$ cat config.mk
export PLATFORM = sky130hd
export DESIGN_NAME = vending_machine_param
export DESIGN_NICKNAME = d
export VERILOG_FILES = /design/src/rtl/vending_machine_param.sv
export SDC_FILE = /design/constraint.sdc
export NUM_CORES = 1
export LEC_CHECK = 0
export ABC_AREA = 1
export CORE_MARGIN = 4
export CORE_UTILIZATION = 50
export DETAILED_ROUTE_END_ITERATION = 10
export GPL_TIMING_DRIVEN = 1
export PLACE_DENSITY = 0.88
export SKIP_LAST_GASP = 1
export SLEW_MARGIN = 0
export SYNTH_ARGS = -nofsm -noshare
export SYNTH_HDL_FRONTEND = slang
export SYNTH_SLANG_ARGS = --single-unit
$ cat constraint.sdc
create_clock -name clk -period 1.8 [get_ports clk]
set_input_delay 0.36 -clock clk [delete_from_list [all_inputs] [get_ports clk]]
set_output_delay 0.36 -clock clk [all_outputs]
set_load 0.01 [all_outputs]
$ cat src/rtl/vending_machine_param.sv
// Parametrised vending-machine controller: NUM_ITEMS products with per-item price and stock counter.
// Latency: a coin registers into credit next cycle, and vend_valid follows one cycle later. Every output is registered.
// No backpressure: pulse inputs are sampled every cycle. The optional restock port is enabled by `define VM_RESTOCK_EN.
module vending_machine_param #(
  parameter int NUM_ITEMS  = 5,
  parameter int ITEM_W     = 3,
  parameter int AMT_W      = 2,
  parameter int CREDIT_W   = 6,
  parameter int STOCK_W    = 4,
  parameter int STOCK_INIT = 10,
  parameter logic [NUM_ITEMS*CREDIT_W-1:0] PRICES =
    {CREDIT_W'(12), CREDIT_W'(10), CREDIT_W'(7), CREDIT_W'(5), CREDIT_W'(3)}
) (
  input  logic                         clk,
  input  logic                         rst,
  input  logic                         confirm,
  input  logic                         cancel,
  input  logic [2:0]                   coin,
  input  logic [ITEM_W-1:0]            item_sel,
  input  logic [AMT_W-1:0]             amt_sel,
`ifdef VM_RESTOCK_EN
  input  logic                         restock,
  input  logic [ITEM_W-1:0]            restock_item,
`endif
  output logic                         vend_valid,
  output logic [ITEM_W-1:0]            item_name,
  output logic [AMT_W-1:0]             item_amt,
  output logic [CREDIT_W-1:0]          change,
  output logic [CREDIT_W-1:0]          credit,
  output logic                         sel_err,
  output logic                         coin_reject,
  output logic [NUM_ITEMS*STOCK_W-1:0] stock,
  output logic [2:0]                   state
);

  localparam logic [2:0] S_IDLE    = 3'b000;
  localparam logic [2:0] S_COLLECT = 3'b001;
  localparam logic [2:0] S_VEND    = 3'b010;
  localparam logic [2:0] S_REFUND  = 3'b011;

  localparam int CW = CREDIT_W + AMT_W;  // width of price*qty before the overflow check
  localparam int SW = STOCK_W + AMT_W;   // common width for stock-vs-quantity compares
  localparam logic [CREDIT_W:0] CREDIT_MAX = {1'b0, {CREDIT_W{1'b1}}};

  logic [2:0]                           state_q, state_d;
  logic [CREDIT_W-1:0]                  credit_q, credit_d;
  logic [ITEM_W-1:0]                    item_q, item_d;
  logic [AMT_W-1:0]                     amt_q, amt_d;
  logic [CREDIT_W-1:0]                  cost_q, cost_d;
  logic                                 vend_q, vend_d;
  logic [ITEM_W-1:0]                    name_q, name_d;
  logic [AMT_W-1:0]                     amt_out_q, amt_out_d;
  logic [CREDIT_W-1:0]                  change_q, change_d;
  logic                                 sel_err_q, sel_err_d;
  logic                                 coin_rej_q, coin_rej_d;
  logic [NUM_ITEMS-1:0][STOCK_W-1:0]    stock_q, stock_d;

  logic [CREDIT_W-1:0] sel_price;
  logic [STOCK_W-1:0]  sel_stock;
  logic [CW-1:0]       cost_full;
  logic                order_ok;
  logic [CREDIT_W:0]   coin_val, coin_sum;
  logic                coin_onehot, coin_ok, coin_any;

  // Price/stock lookup for the requested item and validity of the whole order
  always_comb begin
    sel_price = '0;
    sel_stock = '0;
    for (int i = 0; i < NUM_ITEMS; i++) begin
      if (item_sel == ITEM_W'(i)) begin
        sel_price = PRICES[i*CREDIT_W +: CREDIT_W];
        sel_stock = stock_q[i];
      end
    end
    cost_full = CW'(sel_price) * CW'(amt_sel);
    order_ok  = ({1'b0, item_sel} < (ITEM_W+1)'(NUM_ITEMS)) &&
                (amt_sel != '0) &&
                (SW'(sel_stock) >= SW'(amt_sel)) &&
                (cost_full[CW-1:CREDIT_W] == '0);
  end

  // Coin decode; a coin is acceptable only if one-hot and the credit cannot overflow
  always_comb begin
    coin_val    = '0;
    coin_onehot = 1'b1;
    case (coin)
      3'b001:  coin_val = (CREDIT_W+1)'(1);
      3'b010:  coin_val = (CREDIT_W+1)'(5);
      3'b100:  coin_val = (CREDIT_W+1)'(10);
      default: coin_onehot = 1'b0;
    endcase
    coin_any = |coin;
    coin_sum = {1'b0, credit_q} + coin_val;
    coin_ok  = coin_onehot && (coin_sum <= CREDIT_MAX);
  end

  // Next-state and next-output computation for the order FSM and stock counters
  always_comb begin
    state_d    = state_q;
    credit_d   = credit_q;
    item_d     = item_q;
    amt_d      = amt_q;
    cost_d     = cost_q;
    vend_d     = 1'b0;
    name_d     = name_q;
    amt_out_d  = amt_out_q;
    change_d   = change_q;
    sel_err_d  = 1'b0;
    coin_rej_d = 1'b0;
    stock_d    = stock_q;
    case (state_q)
      S_IDLE: begin
        coin_rej_d = coin_any;
        if (confirm) begin
          if (order_ok) begin
            item_d  = item_sel;
            amt_d   = amt_sel;
            cost_d  = cost_full[CREDIT_W-1:0];
            state_d = S_COLLECT;
          end else begin
            sel_err_d = 1'b1;
          end
        end
`ifdef VM_RESTOCK_EN
        if (restock) begin
          for (int i = 0; i < NUM_ITEMS; i++) begin
            if (restock_item == ITEM_W'(i)) stock_d[i] = '1;
          end
        end
`endif
      end
      S_COLLECT: begin
        if (cancel) begin
          // A coin landing with cancel still counts and is returned in the refund
          if (coin_ok) credit_d = coin_sum[CREDIT_W-1:0];
          coin_rej_d = coin_any && !coin_ok;
          vend_d     = 1'b1;
          name_d     = item_q;
          amt_out_d  = '0;
          change_d   = coin_ok ? coin_sum[CREDIT_W-1:0] : credit_q;
          state_d    = S_REFUND;
        end else if (credit_q >= cost_q) begin
          // Credit is frozen once the cost is met so change matches what is shown
          coin_rej_d = coin_any;
          vend_d     = 1'b1;
          name_d     = item_q;
          amt_out_d  = amt_q;
          change_d   = credit_q - cost_q;
          state_d    = S_VEND;
        end else if (coin_ok) begin
          credit_d = coin_sum[CREDIT_W-1:0];
        end else begin
          coin_rej_d = coin_any;
        end
      end
      S_VEND: begin
        coin_rej_d = coin_any;
        credit_d   = '0;
        for (int i = 0; i < NUM_ITEMS; i++) begin
          if (item_q == ITEM_W'(i)) begin
            stock_d[i] = (SW'(stock_q[i]) >= SW'(amt_q)) ? stock_q[i] - STOCK_W'(amt_q) : '0;
          end
        end
        state_d = S_IDLE;
      end
      S_REFUND: begin
        coin_rej_d = coin_any;
        credit_d   = '0;
        state_d    = S_IDLE;
      end
      default: state_d = S_IDLE;
    endcase
  end

  // State and output registers; reset drops any order in flight without a refund
  always_ff @(posedge clk or posedge rst) begin
    if (rst) begin
      state_q    <= S_IDLE;
      credit_q   <= '0;
      item_q     <= '0;
      amt_q      <= '0;
      cost_q     <= '0;
      vend_q     <= 1'b0;
      name_q     <= '0;
      amt_out_q  <= '0;
      change_q   <= '0;
      sel_err_q  <= 1'b0;
      coin_rej_q <= 1'b0;
      stock_q    <= {NUM_ITEMS{STOCK_W'(STOCK_INIT)}};
    end else begin
      state_q    <= state_d;
      credit_q   <= credit_d;
      item_q     <= item_d;
      amt_q      <= amt_d;
      cost_q     <= cost_d;
      vend_q     <= vend_d;
      name_q     <= name_d;
      amt_out_q  <= amt_out_d;
      change_q   <= change_d;
      sel_err_q  <= sel_err_d;
      coin_rej_q <= coin_rej_d;
      stock_q    <= stock_d;
    end
  end

  assign vend_valid  = vend_q;
  assign item_name   = name_q;
  assign item_amt    = amt_out_q;
  assign change      = change_q;
  assign credit      = credit_q;
  assign sel_err     = sel_err_q;
  assign coin_reject = coin_rej_q;
  assign stock       = stock_q;
  assign state       = state_q;

endmodule

=== Word level (Yosys, flattened, before mapping) ===
Cells that the tools add are included.

* Register bits after elaboration: 54
* Logic and storage cells: 119

* $lt $le $gt $ge: 9
* $mul: 1
* Add/sub/neg operators: 7
* Reductions and logical operators: 26
* Multiplexer cells: 42
* Equality and inequality tests: 18

{| class="wikitable"
|+ Operator list
! operator !! count
|-
| 2-to-1 mux 6 bit || 9
|-
| 2-to-1 mux 4 bit || 10
|-
| >= comparator 4 x 2 -> 1 bit || 6
|-
| equality test 3 x 2 -> 1 bit (second input constant) || 7
|-
| subtractor 4 x 2 -> 4 bit || 5
|-
| 2-to-1 mux 3 bit || 6
|-
| AND reduction 2 bit || 7
|-
| equality test 3 x 1 -> 1 bit (second input constant) || 4
|-
| case mux 4 bit (3 select lines) || 1
|-
| case mux 6 bit (2 select lines) || 1
|-
| 2-to-1 mux 1 bit || 10
|-
| equality test 3 bit (second input constant) || 3
|-
| logical NOT 3 bit || 3
|-
| OR reduction 3 bit || 3
|-
| multiplier 6 x 2 -> 8 bit || 1
|-
| adder 6 x 7 -> 7 bit || 1
|-
| <= comparator 7 x 6 -> 1 bit (second input constant) || 1
|-
| >= comparator 6 bit || 1
|-
| 2-to-1 mux 2 bit || 3
|-
| != test 3 bit (second input constant) || 2
|-
| case mux 3 bit (2 select lines) || 1
|-
| AND reduction 3 bit || 2
|-
| nonzero test 2 bit || 3
|-
| subtractor 6 bit || 1
|-
| other kinds (7) || 12
|}

=== Longest topological paths before layout ===
* Word-level depth: 12
* Gate-level depth with buffers: 15

=== Least setup slack after synthesis ===
No wires, ideal clock.

* Path kind: input -> register
* Start point: input port coin[2]
* End point: register change_q[1], in the netlist change[1]
* Setup slack: -0.178 ns
* Data arrival time: 1.861 ns
* Stages: 13
* Buffers on the path: 0
* Cells stage by stage: inv_1 nand3_1 nand2_1 ha_1 fa_1 nand2_1 nand2_1 nand2_1 nand2_1 nand2_1 nand3_1 nand3_1 nand2_1

* Word-level cells in the longest chain between the ends: 7

{| class="wikitable"
|+ RTL lines
! what !! RTL line !! text
|-
| from (decl) || 18 || <nowiki>input logic [2:0] coin,</nowiki>
|-
| equality test 3 bit, or another cell as far along || 86 || <nowiki>case (coin)</nowiki>
|-
| case mux 4 bit (3 select lines) || 86 ||
|-
| adder 6 x 7 -> 7 bit || 93 || <nowiki>coin_sum = {1'b0, credit_q} + coin_val;</nowiki>
|-
| <= comparator 7 x 6 -> 1 bit || 94 || <nowiki>coin_ok = coin_onehot && (coin_sum <= CREDIT_MAX);</nowiki>
|-
| logical AND 1 bit || 94 ||
|-
| 2-to-1 mux 6 bit (*) || n/a ||
|-
| 2-to-1 mux 6 bit (*) || 133 || <nowiki>if (cancel) begin</nowiki>
|-
| to (signal assigned) || 199 || <nowiki>change_q <= change_d;</nowiki>
|-
| to (decl) || 53 || <nowiki>logic [CREDIT_W-1:0] change_q, change_d;</nowiki>
|}

Mark *: on every way between the ends. The rest lies on a longest branch, timed or not.
A chain may end at the register's enable or synchronous reset.

=== Worst setup path after layout ===
* Start point: register stock_q, in the netlist stock[1]
* End point: register cost_q[1]

* Word-level cells in the longest chain between the ends: 9

{| class="wikitable"
|+ RTL lines
! what !! RTL line !! text
|-
| from (decl) || 56 || <nowiki>logic [NUM_ITEMS-1:0][STOCK_W-1:0] stock_q, stock_d;</nowiki>
|-
| from (signal assigned) || 189 || <nowiki>stock_q <= {NUM_ITEMS{STOCK_W'(STOCK_INIT)}};</nowiki>
|-
| from (signal assigned) || 202 || <nowiki>stock_q <= stock_d;</nowiki>
|-
| 2-to-1 mux 4 bit (5 in a row) || 70 || <nowiki>if (item_sel == ITEM_W'(i)) begin</nowiki>
|-
| >= comparator 4 x 2 -> 1 bit || 78 || <nowiki>(SW'(sel_stock) >= SW'(amt_sel)) &&</nowiki>
|-
| logical AND 1 bit || 77 || <nowiki>(amt_sel != '0) &&</nowiki>
|-
| logical AND 1 bit || 78 ||
|-
| AND reduction 3 bit (no source line) || n/a ||
|-
| to (signal assigned) || 195 || <nowiki>cost_q <= cost_d;</nowiki>
|-
| to (decl) || 49 || <nowiki>logic [CREDIT_W-1:0] cost_q, cost_d;</nowiki>
|}

Every way passes these cells.

==> reports/results.txt <==
The maximum number of pins on one net before global-route repair is 54. The number of warnings reported in the yosys synthesis log came out at 0. The run gives 5 as the clock buffer count from CTS.

The depth of the most critical reg-to-reg path was 11; the portion of total power attributed to combinational logic was 0.662. The vertical extent of the die was 94.6 um. The number of antenna violations at the first check in global routing came out at 0. The proportion of total power due to net switching works out to 0.472. In this run the most used layer during global routing was met2. Summed over all layers, the routed wires come to 13200 um.

The leading area contributor after synthesis was sky130_fd_sc_hd__dfrtp_1. Row count: 31. 0 antenna diodes ended up in the layout. The worst slew margin relative to its limit was 0.543; the antenna violation net count after detailed routing was 0. After filler insertion, the fill cell instance count of the layout stands at 433. The tools report the clock insertion delay at the later pin of the skew report as 0.32 ns. The share of total power in the clock network is 0.083, and the count of vias placed by the detailed router is 4377. The floorplan step set the die width to 94.6 um. After synthesis, the netlist uses 31 different library cells.

For the worst setup path, the data arrival time is 2.20 ns. The run gives 0.00408 W as the total net switching power. The number of max-slew violations in the final report was 0; the maximum operating frequency was 501 MHz.

VDD sags by at most 957 uV. For the setup clock skew after layout, the log shows 0.0116 ns. The port buffer count came out at 53.

The critical path start-end classification is reg2reg. The run finished, with violations left. The logs give 4050 for the number of global-route vias before repair and 8040 um for the HPWL reported at the end of detailed placement. STA classifies the critical path startpoint as a register.

The run gives 0.912 as the final RePlAce weighted congestion. For this design the top-level I/O count stands at 55. For the pin with the worst max-slew slack, the measured transition is 0.683 ns. The required time of the critical path was 2.01 ns; the max-capacitance violation count was 0.

The overall global routing resource usage was 0.248; the sequential share of power was 0.255. TritonCTS built the clock tree. The share of the clock period used by the worst path after layout is 1.11, and the global routing met1 resource utilization is 0.305. The worst hold path belongs to the class in2async.

The run gives 736 as the total instance count after detailed placement. After the first detailed-routing iteration, the DRC count stood at 464. Summed over all cells, the static leakage comes to 2.92 nW. The total die area was 0.00894 mm2; the met3 routing resource usage after global routing was 0.0398.

Dividing the detail-routed wire length by the instance count gives 17.3 um. In this run the deepest clock path goes through 2 buffers. Adding up every negative setup slack in the final design gives -4.01 ns.

The length of the first detailed-routing pass in iterations was 5; the final setup violation count was 37. The worst setup path is captured at a register. Of all nets on the critical path, the largest fanout is 6. Each instance of the synthesized netlist takes up on average 7.15 um2. The share of flip-flops with an asynchronous set or reset is 1.00, and the H-tree depth is 2.

The register area share after synthesis is 0.357, and the layout overhead on the synthesized area is 49.8%. The commonest cells after synthesis are 148 x sky130_fd_sc_hd__nand2_1, 86 x sky130_fd_sc_hd__inv_1, 60 x sky130_fd_sc_hd__nor2_1, 43 x sky130_fd_sc_hd__dfrtp_1, 43 x sky130_fd_sc_hd__nand3_1. In the routed layout, each cell is associated on average with a via count of 5.77. Summed over all layers, the global routing overflow is 0. CTS saw 53 sinks. The first global-routing pass estimated 17800 um of wire.

The most frequent cell after synthesis is sky130_fd_sc_hd__nand2_1. The fraction of layout instances using a drive strength above 1 works out to 0.311. The final reports fail on negative setup slack.

The synthesized design contains 53 register bits. The total nets after synthesis came out at 569. The primary flip-flop cell chosen by synthesis mapping is sky130_fd_sc_hd__dfrtp_1. After layout, the minimum clock period comes to 1.99 ns.

On the final layout, the worst hold slack is 0.392 ns. The post-detailed-route DRC marker count was 0. The root buffer cell was sky130_fd_sc_hd__clkbuf_8. The minimum setup slack in the final design came out at -0.195 ns. The core region is 0.00725 mm2. In this run the cell area of the synthesized design comes to 0.00375 mm2. The starting utilization of the core area was 0.517. The number of endpoints with negative hold slack in the final report is 0.

Synthesis produced a netlist whose cell count is 524. Setup repair after global routing could not meet its margin everywhere. The internal power of the cells was 0.00456 W; the share of the synthesized area in the top cell type was 0.287. In this run, synthesis inferred 0 flip-flops with an integrated enable. Excluding fillers, the count of instances in the completed layout stands at 758.

The met2 track utilization from global routing is 0.436. In the post-synthesis netlist, the biggest area contributors are sky130_fd_sc_hd__dfrtp_1 29%, sky130_fd_sc_hd__nand2_1 15%, sky130_fd_sc_hd__inv_1 8.6%. The utilization after layout is 0.774. The run gives 703 as the count of nets after finishing. After clock tree synthesis, the flow added hold-fix buffers numbering 0. Clock-pin slew was measured on the worst setup and hold paths at 0.10 ns.

Power spread over the standard cell area amounts to 1540 mW/mm2.
## flip-flops by register name, indices dropped and copies added (netlist names)
signal,count
item_amt,2
change,6
item_q,3
item_name,3
cost_q,6
stock,20
credit,6
sel_err,1
state,2
coin_reject,1
vend_valid,1
amt_q,2
## logic make-up (layout without fill, tap and decap cells)
family | count (synthesis) | after routing | synth area share
and+or+nand+nor | 284 | 284 | 0.321
buffers and inverters | 93 | 228 | 0.0995
DFF | 53 | 53 | 0.357
AOI/OAI and AO/OA | 50 | 50 | 0.0721
adders and majority gates | 33 | 33 | 0.126
xor gates and xnor gates | 10 | 10 | 0.0234
other | 1 | 1 | 0.00100
## power by group through the flow
stage	Clock, W	Sequential (W)	Combinational [W]
after detailed placement	0	0.00213	0.00444
after global placement	0	0.00212	0.00422
after floorplan	0	0.00225	0.00240
after CTS	0.000712	0.00212	0.00464
after global routing	0.000763	0.00225	0.00615
final	0.000717	0.00220	0.00571
## worst max-delay path, cell delays in order (launching register included)
cell,delay (ns)
sky130_fd_sc_hd__dfstp_2,0.56
sky130_fd_sc_hd__nand2_2,0.05
sky130_fd_sc_hd__nand3_2,0.07
sky130_fd_sc_hd__o21ai_2,0.06
sky130_fd_sc_hd__a31oi_1,0.17
sky130_fd_sc_hd__ha_1,0.27
sky130_fd_sc_hd__a21boi_2,0.16
sky130_fd_sc_hd__nor3_2,0.11
sky130_fd_sc_hd__nand2_2,0.12
sky130_fd_sc_hd__buf_6,0.15
sky130_fd_sc_hd__nand4_1,0.08
sky130_fd_sc_hd__nand2_1,0.08
## path summary, 6_finish.rpt
kind / startpoint / end / slack, ns
min in group clk: item_sel[0] / item_q[0] / 0.50
worst max-delay path: stock[1] / cost_q[1] / -0.19
worst max register to register: stock[1] / cost_q[1] / -0.19
worst min register to register: cost_q[2] / cost_q[2] / 0.50
max in group asynchronous: rst / stock[7] / 1.12
worst min-delay path: rst / item_amt[1] / 0.39
## layer usage
metal / part of all wire / wire length, um
met5: 0 / 0
met4: 0.066 / 873
met3: 0.077 / 1010
met2: 0.49 / 6450
met1: 0.37 / 4810
## metrics by stage
step           setup slack (ns)  area (um2)  total power [W]
2_1_floorplan           -0.0673        3800          0.00465
3_3_place_gp             -0.797        4930          0.00634
3_5_place_dp             -0.922        4930          0.00657
4_1_cts                  -0.201        5160          0.00748
5_1_grt                  -0.296        5620          0.00916
6_report                 -0.195        5620          0.00863
## cells in the final DEF, fill, tap and decap left out, types with 3 or more instances in the layout
master and instances:
sky130_fd_sc_hd__nor3_1 8, sky130_fd_sc_hd__inv_1 74, sky130_fd_sc_hd__a21oi_2 3, sky130_fd_sc_hd__clkbuf_8 6
sky130_fd_sc_hd__dlymetal6s2s_1 5, sky130_fd_sc_hd__nand2_4 10, sky130_fd_sc_hd__nand4_1 15, sky130_fd_sc_hd__o21ai_0 17
sky130_fd_sc_hd__ha_1 17, sky130_fd_sc_hd__xor2_1 6, sky130_fd_sc_hd__o21ai_1 3, sky130_fd_sc_hd__clkdlybuf4s50_1 37
sky130_fd_sc_hd__xnor2_1 3, sky130_fd_sc_hd__nand3_4 3, sky130_fd_sc_hd__o211ai_1 3, sky130_fd_sc_hd__nand2_1 117
sky130_fd_sc_hd__nand3_1 25, sky130_fd_sc_hd__buf_6 10, sky130_fd_sc_hd__buf_2 3, sky130_fd_sc_hd__ha_4 8
sky130_fd_sc_hd__a21oi_1 6, sky130_fd_sc_hd__o21ai_2 10, sky130_fd_sc_hd__fa_1 3, sky130_fd_sc_hd__nor2_1 58
sky130_fd_sc_hd__o22ai_1 3, sky130_fd_sc_hd__inv_2 11, sky130_fd_sc_hd__nand3_2 16, sky130_fd_sc_hd__buf_4 66
sky130_fd_sc_hd__fa_2 5, sky130_fd_sc_hd__nand2_2 22, sky130_fd_sc_hd__dfrtp_1 41, sky130_fd_sc_hd__dlygate4sd2_1 5
sky130_fd_sc_hd__dfstp_2 10
## area by class of cell
class | instances | area (um2) | share of cell area
inverter | 87 | 332 | 0.0590
multi-input combinational | 378 | 2510 | 0.447
sequential | 53 | 1340 | 0.239
tap | 99 | 124 | 0.0221
clock buffer | 8 | 90.1 | 0.0160
timing repair buffer | 133 | 1220 | 0.217
## timing repair
item,CTS,global route
endpoints found under the setup margin,34,45
gates cloned,0,2
pin swaps,31,44
buffers inserted,5,7
gates resized for setup,57,98
Power figures use the tool's default switching activity.
